File: src/rtl/ex2_sq_accum.sv
// Streaming sum-of-squares accumulator for the E[x^2] path of the layer-norm datapath.
// Optional build macro EX2_MEAN_SUM_EN adds a parallel sum-of-x output (out_sum).

module ex2_sq4_lut (
    input  logic [3:0] a_i,
    output logic [7:0] sq_o
);
    always_comb begin
        sq_o = '0;
        case (a_i)
            4'd0:  sq_o = 8'd0;
            4'd1:  sq_o = 8'd1;
            4'd2:  sq_o = 8'd4;
            4'd3:  sq_o = 8'd9;
            4'd4:  sq_o = 8'd16;
            4'd5:  sq_o = 8'd25;
            4'd6:  sq_o = 8'd36;
            4'd7:  sq_o = 8'd49;
            4'd8:  sq_o = 8'd64;
            4'd9:  sq_o = 8'd81;
            4'd10: sq_o = 8'd100;
            4'd11: sq_o = 8'd121;
            4'd12: sq_o = 8'd144;
            4'd13: sq_o = 8'd169;
            4'd14: sq_o = 8'd196;
            4'd15: sq_o = 8'd225;
            default: sq_o = '0;
        endcase
    end
endmodule

module ex2_sq_accum #(
    parameter int unsigned VEC_LEN = 64,
    parameter int unsigned ACC_W   = 22
) (
    input  logic             clk,
    input  logic             rst_n,
    input  logic             clear,
    input  logic             in_valid,
    output logic             in_ready,
    input  logic [7:0]       in_data,
    output logic             out_valid,
    input  logic             out_ready,
    output logic [ACC_W-1:0] out_sum_sq
`ifdef EX2_MEAN_SUM_EN
    ,
    output logic [ACC_W-9:0] out_sum
`endif
);
    localparam int unsigned CNT_W = (VEC_LEN > 2) ? $clog2(VEC_LEN) : 1;
    localparam int unsigned SUM_W = ACC_W - 8;

    localparam logic [1:0] ST_ACCUM = 2'd0;
    localparam logic [1:0] ST_DRAIN = 2'd1;
    localparam logic [1:0] ST_DONE  = 2'd2;

    logic [1:0]       state_q, state_d;
    logic [CNT_W-1:0] count_q, count_d;
    logic             s1_vld_q, s1_vld_d;
    logic             s1_last_q, s1_last_d;
    logic [7:0]       s1_hh_q, s1_hh_d;
    logic [7:0]       s1_ll_q, s1_ll_d;
    logic [7:0]       s1_hl_q, s1_hl_d;
    logic             s2_last_q, s2_last_d;
    logic [ACC_W-1:0] acc_q, acc_d;
    logic             out_valid_q, out_valid_d;
    logic [ACC_W-1:0] out_sum_sq_q, out_sum_sq_d;
`ifdef EX2_MEAN_SUM_EN
    logic [7:0]       s1_x_q, s1_x_d;
    logic [SUM_W-1:0] sum_acc_q, sum_acc_d;
    logic [SUM_W-1:0] out_sum_q, out_sum_d;
`endif

    logic [7:0] hh_c, ll_c, hl_c;
    logic       accept_c;
    logic       last_c;

    ex2_sq4_lut u_lut_h (.a_i(in_data[7:4]), .sq_o(hh_c));
    ex2_sq4_lut u_lut_l (.a_i(in_data[3:0]), .sq_o(ll_c));

    // Cross term h*l as a 4x4 shift-add
    always_comb begin
        hl_c = '0;
        for (int i = 0; i < 4; i++) begin
            if (in_data[i]) hl_c = hl_c + (8'(in_data[7:4]) << i);
        end
    end

    assign in_ready = (state_q == ST_ACCUM) && !clear;
    assign accept_c = in_valid && in_ready;
    assign last_c   = (count_q == CNT_W'(VEC_LEN - 1));

    always_comb begin
        state_d      = state_q;
        count_d      = count_q;
        s1_vld_d     = accept_c;
        s1_last_d    = s1_last_q;
        s1_hh_d      = s1_hh_q;
        s1_ll_d      = s1_ll_q;
        s1_hl_d      = s1_hl_q;
        s2_last_d    = s1_vld_q && s1_last_q;
        acc_d        = acc_q;
        out_valid_d  = out_valid_q;
        out_sum_sq_d = out_sum_sq_q;
`ifdef EX2_MEAN_SUM_EN
        s1_x_d       = s1_x_q;
        sum_acc_d    = sum_acc_q;
        out_sum_d    = out_sum_q;
`endif

        if (accept_c) begin
            s1_last_d = last_c;
            s1_hh_d   = hh_c;
            s1_ll_d   = ll_c;
            s1_hl_d   = hl_c;
`ifdef EX2_MEAN_SUM_EN
            s1_x_d    = in_data;
`endif
        end

        // x^2 = (h^2 << 8) + (h*l << 5) + l^2
        if (s1_vld_q) begin
            acc_d = acc_q + ACC_W'({s1_hh_q, 8'b0}) + ACC_W'({s1_hl_q, 5'b0})
                          + ACC_W'(s1_ll_q);
`ifdef EX2_MEAN_SUM_EN
            sum_acc_d = sum_acc_q + SUM_W'(s1_x_q);
`endif
        end

        case (state_q)
            ST_ACCUM: begin
                if (accept_c) begin
                    if (last_c) begin
                        state_d = ST_DRAIN;
                        count_d = '0;
                    end else begin
                        count_d = count_q + CNT_W'(1);
                    end
                end
            end
            ST_DRAIN: begin
                if (s2_last_q) begin
                    state_d      = ST_DONE;
                    out_valid_d  = 1'b1;
                    out_sum_sq_d = acc_q;
`ifdef EX2_MEAN_SUM_EN
                    out_sum_d    = sum_acc_q;
`endif
                end
            end
            ST_DONE: begin
                if (out_ready) begin
                    state_d     = ST_ACCUM;
                    out_valid_d = 1'b0;
                    acc_d       = '0;
`ifdef EX2_MEAN_SUM_EN
                    sum_acc_d   = '0;
`endif
                end
            end
            default: state_d = ST_ACCUM;
        endcase

        // Abort outranks everything, including a pending result
        if (clear) begin
            state_d     = ST_ACCUM;
            count_d     = '0;
            s1_vld_d    = 1'b0;
            s2_last_d   = 1'b0;
            acc_d       = '0;
            out_valid_d = 1'b0;
`ifdef EX2_MEAN_SUM_EN
            sum_acc_d   = '0;
`endif
        end
    end

    always_ff @(posedge clk or negedge rst_n) begin
        if (!rst_n) begin
            state_q      <= ST_ACCUM;
            count_q      <= '0;
            s1_vld_q     <= 1'b0;
            s1_last_q    <= 1'b0;
            s1_hh_q      <= '0;
            s1_ll_q      <= '0;
            s1_hl_q      <= '0;
            s2_last_q    <= 1'b0;
            acc_q        <= '0;
            out_valid_q  <= 1'b0;
            out_sum_sq_q <= '0;
`ifdef EX2_MEAN_SUM_EN
            s1_x_q       <= '0;
            sum_acc_q    <= '0;
            out_sum_q    <= '0;
`endif
        end else begin
            state_q      <= state_d;
            count_q      <= count_d;
            s1_vld_q     <= s1_vld_d;
            s1_last_q    <= s1_last_d;
            s1_hh_q      <= s1_hh_d;
            s1_ll_q      <= s1_ll_d;
            s1_hl_q      <= s1_hl_d;
            s2_last_q    <= s2_last_d;
            acc_q        <= acc_d;
            out_valid_q  <= out_valid_d;
            out_sum_sq_q <= out_sum_sq_d;
`ifdef EX2_MEAN_SUM_EN
            s1_x_q       <= s1_x_d;
            sum_acc_q    <= sum_acc_d;
            out_sum_q    <= out_sum_d;
`endif
        end
    end

    assign out_valid  = out_valid_q;
    assign out_sum_sq = out_sum_sq_q;
`ifdef EX2_MEAN_SUM_EN
    assign out_sum    = out_sum_q;
`endif

endmodule

File: config.mk
export PLATFORM = sky130hd
export DESIGN_NAME = ex2_sq_accum
export DESIGN_NICKNAME = d
export VERILOG_FILES = /design/src/rtl/ex2_sq_accum.sv
export SDC_FILE = /design/constraint.sdc
export NUM_CORES = 1
export LEC_CHECK = 0
export ABC_AREA = 1
export BUFFER_PORTS_ARGS = -buffer_cell sky130_fd_sc_hd__buf_2
export CAP_MARGIN = 30
export CORE_ASPECT_RATIO = 0.7
export CORE_MARGIN = 5
export CORE_UTILIZATION = 60
export CTS_BUF_LIST = sky130_fd_sc_hd__clkbuf_2
export DETAILED_ROUTE_END_ITERATION = 10
export PLACE_DENSITY = 0.9
export SETUP_SLACK_MARGIN = 0.4
export SLEW_MARGIN = 0
export SYNTH_ARGS = -nofsm -noshare
export SYNTH_HDL_FRONTEND = slang
export SYNTH_SLANG_ARGS = --single-unit
File: constraint.sdc
create_clock -name clk -period 2.9 [get_ports clk]
set_input_delay 0.725 -clock clk [delete_from_list [all_inputs] [get_ports clk]]
set_output_delay 0.725 -clock clk [all_outputs]
set_load 0.01 [all_outputs]
# ---- After elaboration in Yosys (flattened, before gate mapping)
# Memories as Yosys holds them, arrays and structs flattened. A register that Yosys moved wholly into a read port is not among the register bits.
# Index checks and enable logic that the tools add are counted.
# W data, S select, Z words.
dict set report classes {
  mux 24
  n_eq_ne 7
  addsub 7
  n_reduce_logical 14
}
# op count
set op_table {}
lappend op_table {{$mux W22} 4}
lappend op_table {{$mux W6} 4}
lappend op_table {{$mux W8} 3}
lappend op_table {{$add A22 B13 Y22} 1}
lappend op_table {{$add A22 B16 Y22} 1}
lappend op_table {{$add A22 B8 Y22} 1}
lappend op_table {{$ne A3 B3 Y1 const B} 4}
lappend op_table {{$mux W2} 5}
lappend op_table {{$add A8 B6 Y8} 1}
lappend op_table {{$add A8 B7 Y8} 1}
lappend op_table {{$add A4 B5 Y6} 1}
lappend op_table {{$add A6 B1 Y6 const B} 1}
lappend op_table {{$eq A6 B6 Y1 const B} 1}
lappend op_table {{$pmux W2 S3} 1}
lappend op_table {{$mux W1} 5}
lappend op_table {{$mux W4} 1}
lappend op_table {{$reduce_and A2 Y1} 2}
lappend op_table {{$reduce_and A4 Y1} 1}
lappend op_table {{$reduce_bool A2 Y1} 2}
lappend op_table {{$logic_and A1 B1 Y1} 3}
lappend op_table {{$logic_not A1 Y1} 3}
lappend op_table {{$reduce_and A3 Y1} 1}
lappend op_table {{$reduce_bool A3 Y1} 1}
lappend op_table {{$eq A2 B1 Y1 const B} 1}
lappend op_table {{3 further kinds} 3}
dict set report word_totals {
  inputBits 13
  rom_bits 224
  n_memories 2
  register_bits 80
  output_inout_bits 24
  elab_cells 65
}
# memory words width rd rd_clocked_by_memory_dff wr line
set mem_list {}
lappend mem_list {{(name not given)} 16 7 1 1 0 10} ;# case (a_i)
lappend mem_list {{(name not given)} 16 7 1 1 0 10}

# ---- Depth between registers and ports, before layout
# Gate-level depths: netlist of run 1.
dict set report logic_depth {
  word_depth 7
  ltp_mapped 21
  mapped_depth_nobuf 21
}

# ---- Modules after synthesis
# Synthesis of run 1 repeated with hierarchy kept, for this count alone.
dict set report unflattened {
  hier_cells 713
  hier_area_um2 5390.2
}
# mod seq_area_each_um2 area_each_um2 cells_per_inst n_inst
set modules_own_cells {}
lappend modules_own_cells {ex2_sq_accum 2001.9 5190.0 668 1}
lappend modules_own_cells {{ex2_sq4_lut at u_lut_l} 0.0 102.6 23 1}
lappend modules_own_cells {{ex2_sq4_lut at u_lut_h} 0.0 97.6 22 1}

# ---- Least setup slack after synthesis of run 1
# No wires, ideal clock.
dict set report synth_timing {
  kind {input port to flip-flop}
  startpoint {input port in_data[0]}
  endpoint {register s1_hl_q[6]}
  t_required_ps 2777
  arrival_time_ps 3510
  slack_ps -733
  path_buffers 0
  cell_stages 19
  setup_time_ps 123
  path_cell_list {nand2_1 > inv_1 > ha_1 > inv_1 > fa_1 > o21ai_1 > ha_1 > inv_1 > fa_1 > or2_2 > nand2_1 > nor2_1 > o21bai_2 > ha_1 > nand3_1 > nand3_1 > xor2_1 > o21ai_0 > nand2_1}
}
dict set report synth_via {
  elab_chain_cells 7
}
# item line
set synth_lines {}
lappend synth_lines {{from (decl)} 41} ;# input logic [7:0] in_data,
lappend synth_lines {{$mux W4 (*)} 85} ;# if (in_data[i]) hl_c = hl_c + (8'(in_data[7:4]) << i);
lappend synth_lines {{$add A4 B5 Y6} 85}
lappend synth_lines {{$mux W8 (*)} 85}
lappend synth_lines {{$add A8 B6 Y8} 85}
lappend synth_lines {{$mux W8 (*)} 85}
lappend synth_lines {{$add A8 B7 Y8} 85}
lappend synth_lines {{$mux W8 (*)} 85}
lappend synth_lines {{to (signal assigned)} 203} ;# s1_hl_q <= s1_hl_d;
lappend synth_lines {{to (decl)} 63} ;# logic [7:0] s1_hl_q, s1_hl_d;
# Mark *: on every way between the ends. The rest lies on a longest branch, timed or not.
# A chain may end at the register's enable or synchronous reset.

# ---- Worst setup path after layout of run 1
# Ends and elaborated chain as after synthesis.

==> impl_metrics.py, run 1 <==
metrics = {
    "run_status": {
        "run_status": "complete, but fails checks",
        "failed_checks": "negative setup slack",
    },
    "placement": {
        "io_buffers": 36,
        "placedInstanceArea_mm2": 0.005595,
        "detailedPlace.worstSlack_ns": -1.015,
        "dpl.hpwl_mm": 9.894,
        "place.gp.congestion": 0.9927,
    },
    "detailed_routing": {
        "via_count_of_the_routed_design": 4748,
        "wire_length_after_detailed_routing_mm": 12.87,
        "detail-route-antenna-nets": 0,
        "detail_route.drc_violations": 0,
        "via_per_inst": 5.612,
        "detailed_router_iteration_count_before_antenna_repair": 5,
        "first_iter_violations": 507,
        "avgRoutedWirePerCell_um": 15.21,
    },
    "global_routing": {
        "grt_first_pass_wirelength_mm": 21.64,
        "vias_in_the_first_global_route": 4590,
        "antenna_found_initial": 1,
        "globalRouteMet1Util": 0.3622,
        "groute.usage.overall": 0.2619,
        "grt_overflow_total": 0,
        "grt_most_used_layer": "met2",
        "grtUsageMet2": 0.4179,
        "gr-usage-met3": 0.06494,
        "grt_max_degree": 44,
    },
    "worst_setup_path": {
        "crit_path_end_kind": "register",
        "critical_path.max_fanout": 3,
        "timing_worst_setup_path_type": "in -> reg",
        "timing.critical_path.arrival_ns": 3.56,
        "crit_path_start_kind": "input pin",
        "required_ns": 3.36,
    },
    "finish": {
        "layout_common_cells": "164 x sky130_fd_sc_hd__nand2_1, 105 x sky130_fd_sc_hd__inv_1, 78 x sky130_fd_sc_hd__dfrtp_1",
        "design_area_mm2": 0.005954,
        "final_nets": 794,
        "syn_to_final_growth_pct": 16.67,
        "fraction_of_layout_cells_with_a_size_suffix_above_1": 0.2027,
        "final_common_cell": "sky130_fd_sc_hd__nand2_1",
        "fillers": 664,
    },
    "synth": {
        "ys_async_sr_fraction": 1.000,
        "synth_enable_flop_cells": 0,
        "synth.cell_area_mm2": 0.005104,
        "synthFlopType": "sky130_fd_sc_hd__dfrtp_1",
        "synth-warning-count": 0,
        "postSynthAreaPerCell_um2": 7.640,
        "post_synth_inst_count": 668,
        "yosysSeqAreaShare": 0.3824,
        "synth_nets": 727,
        "ys_types": 43,
        "ys_seq_elements": 78,
    },
    "sta": {
        "finalWorstSetupSlack_ns": -0.1929,
        "setup-violations-final": 4,
        "timing.final.crit_period_ns": 3.093,
        "transition_at_the_pin_with_the_smallest_max_transition_slack_ns": 0.7476,
        "timing.max_slew.rel_slack": 0.5010,
        "maximum_frequency_from_static_timing_analysis_mhz": 323.3,
        "maxSlewViolCount": 0,
        "grt_setup_unrepaired": "yes",
        "report.final.hold_viol_count": 0,
        "final.period_utilization": 1.067,
        "post_route_skew_ns": 0.02380,
    },
    "job": {
        "timing.max_cap.violations": 0,
    },
    "power_and_ir_drop": {
        "p_clk_frac": 0.225,
        "net_switching_share_of_the_total_power": 0.3658,
        "power_density_mw_per_mm2": 481.7,
        "power.combinational.fraction": 0.352,
        "total_switching_power_mw": 1.049,
        "vdd_ir_drop_max_uv": 357.7,
        "sequentialPowerShare": 0.423,
        "power.internal_mw": 1.819,
        "total_leakage_power_nw": 3.303,
    },
    "die": {
        "die_w_um": 120.2,
        "design.die.area_mm2": 0.01048,
        "initial_core_util": 0.6095,
        "row_count": 28,
        "fp.coreArea_mm2": 0.008373,
        "io_pins": 37,
        "floorplan.die.height_um": 87.17,
    },
    "clocking": {
        "tritoncts.num_buffers": 9,
        "clockRootBuffer": "sky130_fd_sc_hd__clkbuf_2",
        "clockBufferDepth": 2,
        "clock_sink_count": 78,
        "clk_latency_ns": 0.55,
        "clk_pin_slew_worst_paths_ns": 0.21,
        "clock_tree_from_tritoncts": "done",
        "h-tree-depth": 3,
    },
    "worst_hold_path": {
        "worstHoldPathType": "in -> async",
    },
}
kinds of logic (layout without fill, tap and decap cells):
logic type	Yosys count	count (layout)	share of synthesized area
xor gates and xnor gates	8	8	0.01520
buffers and inverters	130	202	0.1012
and+or+nand+nor	293	293	0.2410
AOI/OAI and AO/OA	105	105	0.1150
muxes	8	8	0.01765
other	0	1	0
DFF	78	78	0.3824
adders and majority gates	46	46	0.1275
power by group through the flow:
stage / Clock (mW) / Combinational, mW / Sequential, mW
2_1_floorplan: 0 / 0.626 / 1.21
3_3_place_gp: 0 / 0.843 / 1.23
3_5_place_dp: 0 / 0.882 / 1.23
4_1_cts: 0.654 / 0.907 / 1.21
5_1_grt: 0.711 / 1.13 / 1.22
6_report: 0.645 / 1.01 / 1.21
registers in the layout, summed over array words and instances, names as in the netlist:
register / cells
acc_q: 22
count_q: 6
out_sum_sq: 22
out_valid: 1
s1_hh_q: 7
s1_hl_q: 8
s1_last_q: 1
s1_ll_q: 7
s1_vld_q: 1
s2_last_q: 1
state_q: 2
worst max-delay path: stages:
cell and delay [ns]:
sky130_fd_sc_hd__buf_12 0.11, sky130_fd_sc_hd__nand2_8 0.06, sky130_fd_sc_hd__inv_4 0.03, sky130_fd_sc_hd__ha_4 0.15
sky130_fd_sc_hd__inv_2 0.04, sky130_fd_sc_hd__fa_1 0.42, sky130_fd_sc_hd__o21ai_2 0.18, sky130_fd_sc_hd__ha_2 0.21
sky130_fd_sc_hd__inv_2 0.04, sky130_fd_sc_hd__fa_2 0.34, sky130_fd_sc_hd__or2_4 0.24, sky130_fd_sc_hd__nand2_2 0.06
sky130_fd_sc_hd__nor2_2 0.03, sky130_fd_sc_hd__o21bai_4 0.19, sky130_fd_sc_hd__ha_4 0.22, sky130_fd_sc_hd__nand3_2 0.07
sky130_fd_sc_hd__nand3_2 0.06, sky130_fd_sc_hd__xor2_1 0.14, sky130_fd_sc_hd__o21ai_1 0.14, sky130_fd_sc_hd__nand2_1 0.07
synthesized netlist by cell type, types with 6 or more instances:
cell / count / area [µm²]
sky130_fd_sc_hd__a21oi_1: 36 / 180.2
sky130_fd_sc_hd__buf_2: 9 / 45.04
sky130_fd_sc_hd__dfrtp_1: 78 / 1952
sky130_fd_sc_hd__fa_1: 10 / 200.2
sky130_fd_sc_hd__ha_1: 36 / 450.4
sky130_fd_sc_hd__inv_1: 109 / 409.1
sky130_fd_sc_hd__mux2_2: 8 / 90.09
sky130_fd_sc_hd__nand2_1: 173 / 649.4
sky130_fd_sc_hd__nand3_1: 44 / 220.2
sky130_fd_sc_hd__nand4_1: 6 / 37.54
sky130_fd_sc_hd__nor2_1: 50 / 187.7
sky130_fd_sc_hd__nor3_1: 6 / 30.03
sky130_fd_sc_hd__o21ai_0: 42 / 210.2
per-layer routing:
metal,share of wire,vias to the layer above,wire length [µm]
met3,0.078,29,1008
met2,0.45,192,5738
met4,0.022,0,282
met5,0,-,0
li1,-,2279,-
met1,0.45,2248,5836
final timing paths:
check | from | end | slack (ns) | cells past startpoint
setup / recovery | in_data[0] | s1_hl_q[6] | -0.19 | 20
max in group asynchronous | rst_n | out_valid | 2.23 | 2
setup reg to reg | acc_q[7] | acc_q[21] | 0.54 | 10
hold / removal | rst_n | acc_q[7] | 0.08 | 1
hold reg to reg | out_sum_sq[20] | out_sum_sq[20] | 0.51 | 2
min in group clk | clear | s2_last_q | 0.43 | 2
through the flow:
stage	power [mW]	util	TNS [ns]	hold WS [ns]	cells
after floorplan	1.836	-	-2.183	0.4294	668
after global placement	2.071	0.6683	-3.515	0.4634	820
after detailed placement	2.112	0.6683	-4.241	0.4684	820
after CTS	2.771	0.6952	-0.6307	0.06861	841
after global routing	3.066	0.7111	-0.8984	0.07266	846
final	2.868	0.7111	-0.6660	0.08342	846
layout make-up:
| type | instances | area (µm²) | share of cell area |
|---|---|---|---|
| Tap cell | 105 | 131.4 | 0.02206 |
| Clock buffer | 10 | 50.05 | 0.008405 |
| Multi-Input combinational cell | 460 | 2825 | 0.4745 |
| Sequential cell | 78 | 1952 | 0.3278 |
| Clock inverter | 6 | 76.32 | 0.01282 |
| Antenna cell | 1 | 2.502 | 0.0004203 |
| Timing Repair Buffer | 72 | 486.7 | 0.08174 |
| Inverter | 114 | 430.4 | 0.07228 |
what timing repair did:
action,CTS,global route
gates resized for setup,12,27
endpoints found under the setup margin,5,15
buffers inserted,5,4
hold buffers,0,0
pin swaps,14,12
hold endpoints to repair,0,0
Power figures use the tool's default switching activity.
==> inputs of run 2 (changes only) <==
--- a/config.mk
+++ b/config.mk
@@ -18,4 +18,5 @@
 export SLEW_MARGIN = 0
 export SYNTH_ARGS = -nofsm -noshare
 export SYNTH_HDL_FRONTEND = slang
+export SYNTH_HIERARCHICAL = 1
 export SYNTH_SLANG_ARGS = --single-unit
==> run 2 against run 1 <==
- the flow still finishes with violations (negative setup slack)
- synthesized cell count is 6.7% higher
- count of clock-buffer cells in the layout is 1 lower
- routed wire length is 2.9% higher
- sequential share of layout area is 1.2 points lower
- synthesized area is 5.6% higher
- worst setup slack worse by 0.049 ns
- power is 7.4% higher
- final cell count is 7.7% higher
- critical path type unchanged
- largest cell class unchanged
- highest routed layer unchanged
==> impl_metrics.py, run 2 <==
metrics = {
    "detailed_routing": {
        "wire_length_after_detailed_routing_mm": 13.24,
        "avgRoutedWirePerCell_um": 14.54,
        "detail-route-antenna-nets": 0,
        "detail_route.drc_violations": 0,
        "via_per_inst": 5.451,
        "detailed_router_iteration_count_before_antenna_repair": 6,
        "via_count_of_the_routed_design": 4966,
        "first_iter_violations": 453,
    },
    "global_routing": {
        "antenna_found_initial": 0,
        "grt_overflow_total": 0,
        "vias_in_the_first_global_route": 4919,
        "grt_first_pass_wirelength_mm": 22.20,
        "groute.usage.overall": 0.2571,
        "grt_max_degree": 81,
    },
    "die": {
        "io_pins": 37,
        "row_count": 28,
        "design.die.area_mm2": 0.01101,
        "initial_core_util": 0.6254,
        "floorplan.die.height_um": 89.30,
        "fp.coreArea_mm2": 0.008618,
        "die_w_um": 123.3,
    },
    "worst_setup_path": {
        "setup.reg_to_reg.worst_slack_ns": 0.51,
        "timing_worst_setup_path_type": "in -> reg",
        "crit_path_top_delay_cell": "sky130_fd_sc_hd__fa_2",
        "crit_path_end_kind": "register",
        "crit_path_start_kind": "input pin",
        "critical_path.reg2reg.endpoint": "acc_q[15]",
        "ff2ff_path_depth": 14,
        "required_ns": 3.34,
        "critical_path.max_fanout": 2,
        "timing.critical_path.arrival_ns": 3.59,
        "r2r-start": "s1_ll_q[1]",
        "crit_path_cell_trace": "buf_12 > nand2_8 > inv_4 > ha_4 > inv_2 > fa_1 > o21ai_2 > ha_2 > inv_2 > fa_2 > nand2_2 > and2_4 > ha_4 > fa_2 > nand2_1 > nand2_2 > a21oi_2 > o31ai_1",
        "cp_slowest_stage_delay_ns": 0.53,
    },
    "placement": {
        "dpl.hpwl_mm": 9.288,
        "detailedPlace.worstSlack_ns": -0.9076,
        "io_buffers": 36,
        "placedInstanceArea_mm2": 0.005874,
        "place.gp.congestion": 0.9609,
    },
    "sta": {
        "setup-violations-final": 4,
        "report.final.hold_viol_count": 0,
        "maxSlewViolCount": 0,
        "maximum_frequency_from_static_timing_analysis_mhz": 318.2,
        "final.period_utilization": 1.084,
        "transition_at_the_pin_with_the_smallest_max_transition_slack_ns": 0.7638,
        "timing.max_slew.rel_slack": 0.4902,
        "post_route_skew_ns": 0.02614,
        "timing.final.crit_period_ns": 3.142,
        "grt_setup_unrepaired": "yes",
        "finalWorstSetupSlack_ns": -0.2422,
    },
    "finish": {
        "fraction_of_layout_cells_with_a_size_suffix_above_1": 0.2149,
        "layout_common_cells": "201 x sky130_fd_sc_hd__nand2_1, 107 x sky130_fd_sc_hd__inv_1, 80 x sky130_fd_sc_hd__dfrtp_1",
        "final_common_cell": "sky130_fd_sc_hd__nand2_1",
        "final_nets": 847,
        "n_antenna_cell": 0,
        "design_area_mm2": 0.006342,
        "syn_to_final_growth_pct": 17.66,
    },
    "synth": {
        "synthMostInstantiatedCell": "sky130_fd_sc_hd__nand2_1",
        "post_synth_inst_count": 713,
        "synth-warning-count": 6,
        "cell_types_occupying_the_most_area_after_synthesis": "sky130_fd_sc_hd__dfrtp_1 37%, sky130_fd_sc_hd__nand2_1 15%, sky130_fd_sc_hd__ha_1 8.4%",
        "post-synth-top-area-fraction": 0.3714,
        "synth_nets": 774,
        "ys_types": 45,
        "ys_async_sr_fraction": 1.000,
        "yosysSeqAreaShare": 0.3714,
        "synth.cell_area_mm2": 0.005390,
        "synth_commonest_cells": "213 x sky130_fd_sc_hd__nand2_1, 112 x sky130_fd_sc_hd__inv_1, 80 x sky130_fd_sc_hd__dfrtp_1, 50 x sky130_fd_sc_hd__nand3_1, 45 x sky130_fd_sc_hd__nor2_1",
        "synthFlopType": "sky130_fd_sc_hd__dfrtp_1",
        "postSynthAreaPerCell_um2": 7.560,
        "synth_enable_flop_cells": 0,
        "synth_top_cell_by_area": "sky130_fd_sc_hd__dfrtp_1",
        "ys_seq_elements": 80,
    },
    "run_status": {
        "run_status": "complete, but fails checks",
        "failed_checks": "negative setup slack",
    },
    "clocking": {
        "clk_latency_ns": 0.57,
        "cts-hold-fix-buffers": 0,
        "tritoncts.num_buffers": 9,
        "clock_sink_count": 80,
        "clk_pin_slew_worst_paths_ns": 0.20,
        "clockBufferDepth": 2,
        "h-tree-depth": 3,
        "clockRootBuffer": "sky130_fd_sc_hd__clkbuf_2",
        "clock_tree_from_tritoncts": "done",
    },
    "power_and_ir_drop": {
        "total_leakage_power_nw": 3.502,
        "power_density_mw_per_mm2": 485.6,
        "vdd_ir_drop_max_uv": 297.4,
    },
    "job": {
        "timing.max_cap.violations": 0,
    },
    "worst_hold_path": {
        "worstHoldPathType": "in -> async",
    },
}
[run 2: cell types whose count changed in the layout (fill, tap and decap cells not counted), sizes merged, moves of 3 or more]
cell    previous run  this run
nand3             46        51
buf               72        80
o211ai             5         8
nand2            177       217
inv              114       118
o21ai             48        36
[run 2: stage by stage]
stage	TNS (ns)	utilization	hold WS [ns]	cells	total power [mW]
floorplan	-1.859	-	0.4294	713	1.966
global placement	-3.252	0.6816	0.4635	878	2.197
detailed placement	-3.915	0.6816	0.4659	878	2.236
CTS	-0.3554	0.7159	0.1166	904	2.958
global route	-0.9534	0.7359	0.1316	911	3.300
finish	-0.7266	0.7359	0.1272	911	3.080
[run 2: logic make-up (layout without fill, tap and decap cells)]
| group | Yosys count | count (layout) | share of synthesized area |
|---|---|---|---|
| simple gates | 334 | 334 | 0.2604 |
| buf+inv | 136 | 214 | 0.1042 |
| compound gates | 96 | 96 | 0.1026 |
| flops | 80 | 80 | 0.3714 |
| fa+ha+maj | 48 | 48 | 0.1281 |
| mux | 9 | 9 | 0.01880 |
| xor+xnor | 8 | 8 | 0.01300 |
| other cells | 2 | 2 | 0.001393 |
[run 2: metal layers]
metal,part of all wire,track usage
met2,0.47,0.4334
met3,0.071,0.05250
met1,0.44,0.3395
met4,0.020,0.07638
met5,0,0
[run 2: worst max-delay path, delay by kind of cell]
family | cells | cell delay [ns]
fa+ha+maj | 6 | 1.82
compound gates | 3 | 0.37
simple gates | 5 | 0.44
buf+inv | 4 | 0.23
[run 2: power by group]
part	switching, mW	total [mW]	internal [mW]	leakage (nW)
Sequential	0.0712	1.27	1.19	1.07
Clock	0.395	0.673	0.278	0.0807
Combinational	0.692	1.14	0.449	2.35
Total	1.16	3.08	1.92	3.50
[run 2: how the worst max path moves through the flow]
stage,end,from,slack (ns)
floorplan,s1_hl_q[6],in_data[0],-0.48
global placement,s1_hl_q[6],in_data[0],-0.78
detailed placement,s1_hl_q[6],in_data[0],-0.91
CTS,s1_hl_q[7],in_data[0],-0.15
global route,s1_hl_q[6],in_data[0],-0.29
finish,s1_hl_q[7],in_data[0],-0.24
[run 2: final cells by class]
type | count | area, µm²
Clock buffer | 9 | 45.04
Timing Repair Buffer | 80 | 546.8
Clock inverter | 7 | 86.33
Multi-Input combinational cell | 497 | 3067
Fill cell | 663 | 2276
Inverter | 118 | 445.4
Tap cell | 120 | 150.1
Sequential cell | 80 | 2002
[run 2: what timing repair did]
| item | in CTS | in global routing |
|---|---|---|
| setup buffers | 10 | 7 |
| setup endpoints to repair | 7 | 17 |
| resized for setup | 18 | 29 |
| pin swaps | 11 | 8 |
==> inputs of run 3 (changes only) <==
--- a/config.mk
+++ b/config.mk
@@ -20,3 +20,4 @@
 export SYNTH_HDL_FRONTEND = slang
 export SYNTH_HIERARCHICAL = 1
 export SYNTH_SLANG_ARGS = --single-unit
+export TNS_END_PERCENT = 1
==> run 3 against run 2 <==
- the flow still finishes with violations (negative setup slack)
- routed wire length rose by 5.6%
- first-iteration DRC count is 13% lower
- largest power group unchanged
- power down 4.1%
- non-clock buffer count fell by 17
- die area stayed put
- critical endpoint unchanged
- highest routed layer unchanged
- sequential share of layout area is 1.1 points higher
- cell area down 3.2%
- final cell count shrank 1.9%
- hold slack improved by 0.24 ns
==> impl_metrics.py, run 3 (synthesized netlist as in run 2, its figures left out) <==
metrics = {
    "sta": {
        "final.period_utilization": 1.093,
        "final.setup.tns_ns": -0.8429,
        "maximum_frequency_from_static_timing_analysis_mhz": 315.5,
        "timing.max_slew.rel_slack": 0.5413,
        "report.final.hold_viol_count": 0,
        "finalWorstSetupSlack_ns": -0.2697,
        "grt_setup_unrepaired": "yes",
        "maxSlewViolCount": 0,
        "post_route_skew_ns": 0.02823,
        "fin_hold_ws_ns": 0.3684,
        "transition_at_the_pin_with_the_smallest_max_transition_slack_ns": 0.6872,
        "setup-violations-final": 4,
        "timing.final.crit_period_ns": 3.170,
    },
    "worst_hold_path": {
        "worstHoldPathType": "in -> reg",
        "holdPathStages": 2,
    },
    "global_routing": {
        "grt_first_pass_wirelength_mm": 22.56,
        "grt_max_degree": 81,
        "groute.usage.overall": 0.2677,
        "grt_overflow_total": 0,
        "antenna_found_initial": 0,
        "vias_in_the_first_global_route": 4851,
    },
    "worst_setup_path": {
        "cp_slowest_stage_delay_ns": 0.52,
        "timing.critical_path.arrival_ns": 3.62,
        "timing_worst_setup_path_type": "in -> reg",
        "crit_path_cell_trace": "buf_6 > nand2_2 > inv_2 > ha_4 > inv_2 > fa_1 > o21ai_2 > ha_2 > inv_2 > fa_2 > nand2_1 > and2_1 > ha_2 > fa_2 > nand2_1 > nand2_1 > a21oi_2 > o31ai_1",
        "crit_path_end_kind": "register",
        "crit_path_top_delay_cell": "sky130_fd_sc_hd__fa_2",
        "ff2ff_path_depth": 12,
        "crit_path_start_kind": "input pin",
        "required_ns": 3.35,
        "critical_path.max_fanout": 2,
    },
    "detailed_routing": {
        "detailed_router_iteration_count_before_antenna_repair": 6,
        "detail_route.drc_violations": 0,
        "wire_length_after_detailed_routing_mm": 13.99,
        "via_per_inst": 5.461,
        "avgRoutedWirePerCell_um": 15.65,
        "via_count_of_the_routed_design": 4882,
        "first_iter_violations": 395,
        "detail-route-antenna-nets": 0,
    },
    "clocking": {
        "clockRootBuffer": "sky130_fd_sc_hd__clkbuf_2",
        "tritoncts.num_buffers": 9,
        "clock_sink_count": 80,
        "clk_latency_ns": 0.56,
        "clock_tree_from_tritoncts": "done",
        "clk_pin_slew_worst_paths_ns": 0.23,
        "h-tree-depth": 3,
        "clockBufferDepth": 2,
    },
    "finish": {
        "syn_to_final_growth_pct": 13.86,
        "final_common_cell": "sky130_fd_sc_hd__nand2_1",
        "fraction_of_layout_cells_with_a_size_suffix_above_1": 0.1873,
        "fillers": 720,
        "final_nets": 830,
        "n_antenna_cell": 0,
        "layout_common_cells": "206 x sky130_fd_sc_hd__nand2_1, 108 x sky130_fd_sc_hd__inv_1, 80 x sky130_fd_sc_hd__dfrtp_1",
    },
    "run_status": {
        "failed_checks": "negative setup slack",
        "run_status": "complete, but fails checks",
    },
    "die": {
        "io_pins": 37,
        "design.die.area_mm2": 0.01101,
        "initial_core_util": 0.6254,
        "floorplan.die.height_um": 89.30,
        "die_w_um": 123.3,
        "row_count": 28,
        "fp.coreArea_mm2": 0.008618,
    },
    "placement": {
        "dpl.hpwl_mm": 10.41,
        "place.gp.congestion": 0.9682,
        "io_buffers": 36,
    },
    "power_and_ir_drop": {
        "vdd_ir_drop_max_uv": 316.2,
        "power_density_mw_per_mm2": 481.4,
        "total_leakage_power_nw": 3.389,
    },
    "job": {
        "timing.max_cap.violations": 0,
    },
}
==> run 3: cell count changes in the layout (fill, tap and decap cells not counted), sizes merged <==
| cell | change |
|---|---|
| dlygate4sd3 | +1 |
| bufinv | -2 |
| buf | -18 |
| inv | +1 |
| clkbuf | +1 |
==> run 3: path summary, 6_finish.rpt <==
kind	start	end	slack [ns]
max in group asynchronous	rst_n	acc_q[19]	1.73
worst min register to register	out_sum_sq[5]	out_sum_sq[5]	0.51
worst min-delay path	clear	s2_last_q	0.37
worst max register to register	acc_q[6]	acc_q[11]	0.48
worst max-delay path	in_data[0]	s1_hl_q[7]	-0.27
min in group asynchronous	rst_n	s1_hh_q[4]	0.54
==> run 3: repair_timing <==
item / 4_1_cts / 5_1_grt
hold buffers: 0 / 1
hold endpoints to repair: 0 / 16
gates resized for setup: 20 / 30
pin swaps: 1 / 5
setup buffers: 0 / 1
endpoints found under the setup margin: 12 / 19
==> run 3: metrics by stage <==
step                      utilization  cells  area, µm²  worst slack (ns)  power (mW)
after floorplan                     -    713       5399           -0.5793       1.959
after global placement         0.6722    875       5793           -0.8157       2.226
after detailed placement       0.6722    875       5793           -0.9871       2.269
after CTS                      0.6919    891       5963           -0.1744       2.820
after global routing           0.7121    894       6137           -0.3336       3.156
final                          0.7121    894       6137           -0.2697       2.954
==> run 3: area by class of cell <==
class                           instances  area, µm²  area share
Timing Repair Buffer                   63      424.2     0.06911
Multi-Input combinational cell        497       3024      0.4928
Inverter                              118      442.9     0.07217
Clock inverter                          6      43.79    0.007136
Sequential cell                        80       2002      0.3262
Tap cell                              120      150.1     0.02446
Clock buffer                           10      50.05    0.008155
==> run 3: routing by layer <==
layer | GRT usage | vias to the layer above | part of all wire
met5 | 0 | - | 0
met1 | 0.3722 | 2272 | 0.44
met3 | 0.06705 | 24 | 0.091
met2 | 0.4186 | 217 | 0.45
met4 | 0.08141 | 0 | 0.015
li1 | - | 2369 | -
==> run 3: critical path: cells and delay by family <==
family / cells / cell delay [ns]
AOI/OAI and AO/OA: 3 / 0.39
adders and majority gates: 6 / 1.84
buffers and inverters: 4 / 0.22
and+or+nand+nor: 5 / 0.46
==> run 3: power breakdown <==
group / leakage (nW) / switching [mW] / internal (mW)
clock: 0.0639 / 0.411 / 0.121
combinational: 2.25 / 0.717 / 0.434
sequential: 1.07 / 0.0768 / 1.19
